### src/rtl/muldiv_sched.sv
// Scheduler for the multi-cycle HI/LO multiply/divide unit.
// It starts the unit when a mult/div reaches ID and then counts the fixed latency.
// It pulses the HI/LO write enable at completion.
// It stalls ID while a later mult/div or mfhi/mflo would conflict with the running operation.
module muldiv_sched #(
    parameter int MUL_LAT = 4,
    parameter int DIV_LAT = 16,
    parameter int CNT_W   = 5,
    parameter int STAT_W  = 16
) (
    input  logic              clk_i,
    input  logic              rst_i,
    input  logic              id_md_req_i,
    input  logic              id_md_op_i,
    input  logic              id_hilo_rd_i,
    input  logic              branch_flush_i,
    input  logic              lu_stall_i,
    output logic              md_start_o,
    output logic              md_op_o,
    output logic              hilo_we_o,
    output logic              busy_o,
    output logic              PC_Write_o,
    output logic              IF_Write_o,
    output logic              ID_Flush_o,
    output logic [STAT_W-1:0] stall_cnt_o
);

    typedef enum logic [1:0] {IDLE, BUSY, WB} state_t;

    // The counter is loaded with LAT-1, so the last BUSY cycle sees cnt == 1.
    localparam logic [CNT_W-1:0] MUL_CNT = CNT_W'(MUL_LAT - 1);
    localparam logic [CNT_W-1:0] DIV_CNT = CNT_W'(DIV_LAT - 1);

    state_t           state;
    logic [CNT_W-1:0] cnt;
    logic             accept;
    logic             conflict;
    logic             stall;

    // Saturating increment for the stall statistic.
    function automatic logic [STAT_W-1:0] sat_inc(input logic [STAT_W-1:0] v);
        return (&v) ? v : v + 1'b1;
    endfunction

    // A flushed instruction neither starts nor stalls; a running operation is never cancelled by it.
    always_comb begin
        accept      = (state == IDLE) & id_md_req_i & ~branch_flush_i & ~lu_stall_i;
        conflict    = (state != IDLE) & (id_md_req_i | id_hilo_rd_i);
        stall       = conflict & ~branch_flush_i;
        md_start_o  = accept;
        busy_o      = (state != IDLE);
        PC_Write_o  = ~stall;
        IF_Write_o  = ~stall;
        ID_Flush_o  = stall;
    end

    // Operation sequencing: IDLE -> BUSY (latency count) -> WB (one write cycle) -> IDLE.
    always_ff @(posedge clk_i or negedge rst_i) begin
        if (!rst_i) begin
            state     <= IDLE;
            cnt       <= '0;
            md_op_o   <= 1'b0;
            hilo_we_o <= 1'b0;
        end else begin
            hilo_we_o <= 1'b0;
            case (state)
                IDLE: begin
                    if (accept) begin
                        md_op_o <= id_md_op_i;
                        cnt     <= id_md_op_i ? DIV_CNT : MUL_CNT;
                        state   <= BUSY;
                    end
                end
                BUSY: begin
                    if (cnt == CNT_W'(1)) begin
                        state     <= WB;
                        hilo_we_o <= 1'b1;
                    end else begin
                        cnt <= cnt - 1'b1;
                    end
                end
                WB:      state <= IDLE;
                default: state <= IDLE;
            endcase
        end
    end

    // Count every cycle in which this block holds the front of the pipeline.
    always_ff @(posedge clk_i or negedge rst_i) begin
        if (!rst_i) begin
            stall_cnt_o <= '0;
        end else if (stall) begin
            stall_cnt_o <= sat_inc(stall_cnt_o);
        end
    end

endmodule

### config.mk
export PLATFORM = sky130hd
export DESIGN_NAME = muldiv_sched
export DESIGN_NICKNAME = d
export VERILOG_FILES = /design/src/rtl/muldiv_sched.sv
export SDC_FILE = /design/constraint.sdc
export NUM_CORES = 1
export LEC_CHECK = 0
export ABC_AREA = 1
export CAP_MARGIN = 25
export CORE_ASPECT_RATIO = 2
export CORE_MARGIN = 2
export CORE_UTILIZATION = 54
export DETAILED_ROUTE_END_ITERATION = 10
export GPL_TIMING_DRIVEN = 0
export PLACE_DENSITY = 0.92
export SLEW_MARGIN = 40
export SYNTH_ARGS = -nofsm -noshare
export SYNTH_HDL_FRONTEND = slang
export SYNTH_SLANG_ARGS = --single-unit
### constraint.sdc
create_clock -name clk_i -period 3 [get_ports clk_i]
set_input_delay 0.3 -clock clk_i [delete_from_list [all_inputs] [get_ports clk_i]]
set_output_delay 0.3 -clock clk_i [all_outputs]
set_load 0.05 [all_outputs]
==> impl_metrics.ini, run 1 <==
[sta]
finClkSkew_ps = 1.199
worstMarginPinSlew_ps = 566.0
final.setup.tns_ps = 0
final.setup.worst_slack_ps = 685.2
hold_slack_ps = 10.95
rsz0062_at_grt = false
timing.slew.headroom_pct = 62.27
slew_violations = 0
setup_viol = 0
min_period_over_period_pct = 77.16
fmax_mhz = 432.0
finalHoldViolations = 0
min_period_ps = 2315

[setup_path]
critPathKind = in -> out
critical_path.endpoint_type = output pin
max_stage_delay_ps = 690
crit_chain = clkdlybuf4s50_1 -> nor2_1 -> nor3_4 -> inv_2 -> buf_4 -> clkdlybuf4s50_1
cp_slowest_cell = clkdlybuf4s50_1
crit_required_ps = 2700
start_kind = input port
crit_fanout = 6
crit_top_cell = clkdlybuf4s50_1
worstPathArrival_ps = 2010

[floorplanning]
die_h_um = 77.54
die_x_um = 40.77
num_io_pins = 30
fp-row-count = 26
floorplan.initialDensity_pct = 56.82
core-area_um2 = 2570
die_area_um2 = 3161

[run_status]
status = completed

[drt]
vias = 1388
wl_per_cell_um = 12.48
first_pass_iters = 4
drt_iter0_markers = 28
drcViolationCount = 0
ant_nets = 0
vias_per_cell = 5.218
routed_wl_mm = 3.320

[logic_synthesis]
avgSynthCellArea_um2 = 7.123
synth_fp_nets = 215
ys_warn_count = 0
synth_cell_types = 19
synth_seq_cells = 25
seq_area_frac_synth_pct = 42.84
syn_inst = 205
synth_area_um2 = 1460

[grt]
grt_pass1_wl_mm = 5.540
antenna_found_initial = 0
grt_max_degree = 26
grt_overflow = 0
track_usage_pct = 25.18
grt_pass1_vias = 1347

[clocking]
cts_resized = 0
holdBufCountCts = 0
clock_sinks = 25
cts_root_buf = clkbuf_8
clk_latency_ps = 270
clk_pin_slew_ps = 80
htree_levels = 1
post_cts_buffers = 0
clockBufferDepth = 2
cts_inserted_buffers = 3
cts_tree = yes

[layout]
layout_commonest_cell = nand2_1
antenna_cells = 0
final_util_pct = 71.03
area_growth_pct = 25.02
drive_gt1_share_pct = 5.462
final_cell_mix = 70 x nand2_1, 29 x nor2_1, 28 x clkdlybuf4s50_1, 26 x inv_1, 25 x dfrtp_1
fin_nets = 249

[pwr]
vdd_ir_drop_max_mv = 0.5023
power_mw = 1.436
p_leak_nw = 0.8308
powerDensity_nw_per_um2 = 786.7

[placement]
place_congestion = 0.7905
hpwlAfterDp_mm = 2.637
port_buffers = 29
dpl_worst_slack_ps = 681.8

[min_path]
hold_class = in -> async

[flow_run]
cap_violations = 0
-- report_power, final --
part / switching [mW] / internal, mW / leakage, nW
logic: 0.487 / 0.240 / 0.480
registers: 0.0868 / 0.421 / 0.328
clock network: 0.106 / 0.0952 / 0.0228
-- worst max-delay path, delay by kind of cell --
kind | cells | cell delay (ps)
AND/OR/NAND/NOR | 2 | 310
buffers and inverters | 4 | 1410
-- synthesized netlist by cell type, drive strengths merged --
cell type | number | area share [%]
nor2 | 31 | 8.3
xnor2 | 6 | 3.6
nand2 | 71 | 18
nand3 | 12 | 4.1
o21ai | 12 | 4.4
inv | 27 | 6.9
dfrtp | 25 | 43
xor2 | 1 | 0.60
ha | 3 | 2.6
nand4 | 7 | 3.0
buf | 3 | 2.1
a21oi | 6 | 2.1
nor3 | 1 | 1.1
-- layout make-up --
class | count | area (um2)
timing repair buffer | 29 | 285.3
sequential | 25 | 625.6
multi-input combinational | 150 | 703.2
fill | 206 | 744.5
clock buffer | 4 | 45.04
buffer | 3 | 30.03
tap | 28 | 35.03
inverter | 27 | 101.3
-- path summary, 6_finish.rpt --
check                           slack [ps]              to  cells after the start           start
min in group clk_i                     520         md_op_o                      2         md_op_o
worst max register to register        1250  stall_cnt_o[2]                      7  stall_cnt_o[0]
worst min-delay path                    10  stall_cnt_o[2]                      1           rst_i
max in group asynchronous             2610         md_op_o                      1           rst_i
worst max-delay path                   690      PC_Write_o                      6     id_md_req_i
worst min register to register         520         md_op_o                      2         md_op_o
-- state kept, by name, indices dropped and copies added, names as in the netlist --
signal	flops
cnt	5
hilo_we_o	1
md_op_o	1
stall_cnt_o	16
state	2
-- metrics by stage --
stage          std cells  cell area (um2)
2_1_floorplan        205             1460
3_3_place_gp         262             1785
3_5_place_dp         262             1780
4_1_cts              266             1826
5_1_grt              266             1826
6_report             266             1826
-- routing by layer --
metal  wire length [um]  share of wire [%]  up-vias  global-route usage (%)
met5                  0                  0        -                       0
met4                102                3.1        0                   12.67
met3                 66                2.0        7                   3.429
met2               1988                 60       23                   45.71
met1               1162                 35      655                   24.29
li1                   -                  -      703                       -
-- cell families after synthesis --
group,share of synthesized area (%)
buffers and inverters,8.997
flip-flops,42.84
adder cells (fa/ha/maj),2.571
AND/OR/NAND/NOR,34.96
XOR/XNOR,4.199
AO/OA/AOI/OAI,6.427
Power figures use the tool's default switching activity.
==> inputs of run 2 (changes only) <==
--- a/config.mk
+++ b/config.mk
@@ -9,10 +9,10 @@
 export CAP_MARGIN = 25
 export CORE_ASPECT_RATIO = 2
 export CORE_MARGIN = 2
-export CORE_UTILIZATION = 54
+export CORE_UTILIZATION = 50
 export DETAILED_ROUTE_END_ITERATION = 10
 export GPL_TIMING_DRIVEN = 0
-export PLACE_DENSITY = 0.92
+export PLACE_DENSITY = 0.86
 export SLEW_MARGIN = 40
 export SYNTH_ARGS = -nofsm -noshare
 export SYNTH_HDL_FRONTEND = slang
==> constraint.sdc (replaced) <==
create_clock -name clk_i -period 2.2 [get_ports clk_i]
set_input_delay 0.22 -clock clk_i [delete_from_list [all_inputs] [get_ports clk_i]]
set_output_delay 0.22 -clock clk_i [all_outputs]
set_load 0.05 [all_outputs]
==> run 2 against run 1 <==
First-iteration DRC count decreased by 7.1%. Clock power increased by 39%. Core utilization decreased by 4.5 points. Global-route usage decreased by 4.6 points. Routed wire length decreased by 2.6%. Via count decreased by 1.4%. Critical endpoint is now ID_Flush_o.
==> impl_metrics.ini, run 2 (synthesis results as in run 1) <==
[run_status]
status = completed

[sta]
min_period_ps = 2104
final.setup.tns_ps = 0
slew_violations = 0
min_period_over_period_pct = 95.62
finalHoldViolations = 0
rsz0062_at_grt = false
setup_viol = 0
hold_slack_ps = 470.1
worstMarginPinSlew_ps = 570.3
finClkSkew_ps = 8.659
fmax_mhz = 475.3
timing.slew.headroom_pct = 61.98

[floorplanning]
core-area_um2 = 2770
fp-row-count = 27
floorplan.initialDensity_pct = 52.71
num_io_pins = 30
die_area_um2 = 3395
die_x_um = 42.21
die_h_um = 80.42

[placement]
place_congestion = 0.8116
hpwlAfterDp_mm = 2.489
port_buffers = 29
dp_cells = 263

[clocking]
cts_inserted_buffers = 3
clk_latency_ps = 270
htree_levels = 1
clk_pin_slew_ps = 100
clockBufferDepth = 2
cts_tree = yes
cts_root_buf = clkbuf_8
clock_sinks = 25

[setup_path]
crit_required_ps = 1980
crit_fanout = 6
crit_chain = clkdlybuf4s50_1 -> nor2_1 -> nor3_4 -> clkdlybuf4s50_1
max_stage_delay_ps = 860
crit_top_cell = clkdlybuf4s50_1
regToRegStartpoint = stall_cnt_o[0]
critPathKind = in -> out
start_kind = input port
critical_path.endpoint_type = output pin
startpoint = id_md_req_i
cp_slowest_cell = clkdlybuf4s50_1
reg2regPathDepth = 8
rr_endpoint = stall_cnt_o[0]
path_delay_family = buffers and inverters
worst-r2r-setup-slack_ps = 490
worstPathArrival_ps = 1880
crit_buf_inv = 2

[drt]
vias_per_cell = 5.108
drcViolationCount = 0
wl_per_cell_um = 12.06
drt_iter0_markers = 26
first_pass_iters = 4
ant_nets = 0
vias = 1369
routed_wl_mm = 3.233

[flow_run]
cap_violations = 0

[pwr]
power_mw = 1.952
p_leak_nw = 0.8415
powerDensity_nw_per_um2 = 1060
vdd_ir_drop_max_mv = 0.7712

[grt]
grt_overflow = 0
grt_max_degree = 26
grt_pass1_vias = 1356
antenna_found_initial = 0
track_usage_pct = 20.54
grt_pass1_wl_mm = 5.347

[layout]
regMostFlops = stall_cnt_o
drive_gt1_share_pct = 5.858
fin_nets = 250
layout_commonest_cell = nand2_1
top_regs = stall_cnt_o (16), cnt (5), state (2)
antenna_cells = 0
final_cell_mix = 70 x nand2_1, 29 x nor2_1, 26 x inv_1, 26 x clkdlybuf4s50_1, 25 x dfrtp_1
largest_register_ffs = 16
area_growth_pct = 26.14
final_cells = 268

[min_path]
hold_class = in -> async
run 2: area by class of cell:
| class | count | area [um2] |
|---|---|---|
| fillers | 232 | 928.4 |
| plain buffers | 3 | 30.03 |
| clock inverters | 1 | 7.507 |
| repair buffers | 30 | 296.5 |
| inverters | 27 | 101.3 |
| well taps | 29 | 36.28 |
| clock buffers | 3 | 41.29 |
| flip-flops and latches | 25 | 625.6 |
| multi-input cells | 150 | 703.2 |
run 2: where the power goes:
part	internal (mW)	switching, mW	total (mW)
registers	0.574	0.119	0.694
logic	0.325	0.653	0.979
clock network	0.128	0.152	0.280
total	1.03	0.924	1.95
run 2: worst reg2reg max path, delay by kind of cell (launching register included):
family          cells  cell delay (ps)
simple gates        5              450
buf+inv             1              190
compound gates      1              310
fa+ha+maj           1              240
flops               1              460
run 2: how the worst max path moves through the flow:
stage / to / slack (ps) / cells after the start
after floorplan: stall_cnt_o[6] / 380 / 8
after global placement: PC_Write_o / 50 / 6
after CTS: PC_Write_o / 30 / 6
after detailed placement: PC_Write_o / 30 / 6
after global routing: ID_Flush_o / 30 / 3
final: ID_Flush_o / 100 / 4
run 2: metrics by stage:
step | area, um2 | utilization [%] | setup WS (ps)
after global routing | 1842 | 66.49 | 33.00
after CTS | 1839 | 66.40 | 25.61
after detailed placement | 1782 | 64.32 | 30.86
after global placement | 1787 | 64.50 | 53.83
final | 1842 | 66.49 | 96.27
after floorplan | 1460 | - | 382.4
run 2: what timing repair did:
action                     in CTS  in global routing
hold endpoints to repair       25                  0
setup buffers                   0                  0
setup endpoints to repair       1                  1
pin swaps                       0                  0
hold buffers                    1                  0
resized for setup               1                  1
run 2: per-layer routing:
layer  routed length, um  share of wire [%]  GRT usage [%]  vias up
met4                 175                5.4          15.00        0
met2                1778                 55          40.00       38
met3                 104                3.2          2.472       16
li1                    -                  -              -      702
met1                1175                 36          18.10      613
met5                   0                  0              0        -
==> inputs of run 3 (changes only) <==
--- a/config.mk
+++ b/config.mk
@@ -10,8 +10,10 @@
 export CORE_ASPECT_RATIO = 2
 export CORE_MARGIN = 2
 export CORE_UTILIZATION = 50
+export CTS_CLUSTER_DIAMETER = 50
 export DETAILED_ROUTE_END_ITERATION = 10
 export GPL_TIMING_DRIVEN = 0
+export HOLD_SLACK_MARGIN = 0.06
 export PLACE_DENSITY = 0.86
 export SLEW_MARGIN = 40
 export SYNTH_ARGS = -nofsm -noshare
==> results of run 3 <==
Same layout as run 2: the final DEF is identical, and so are final timing and power.
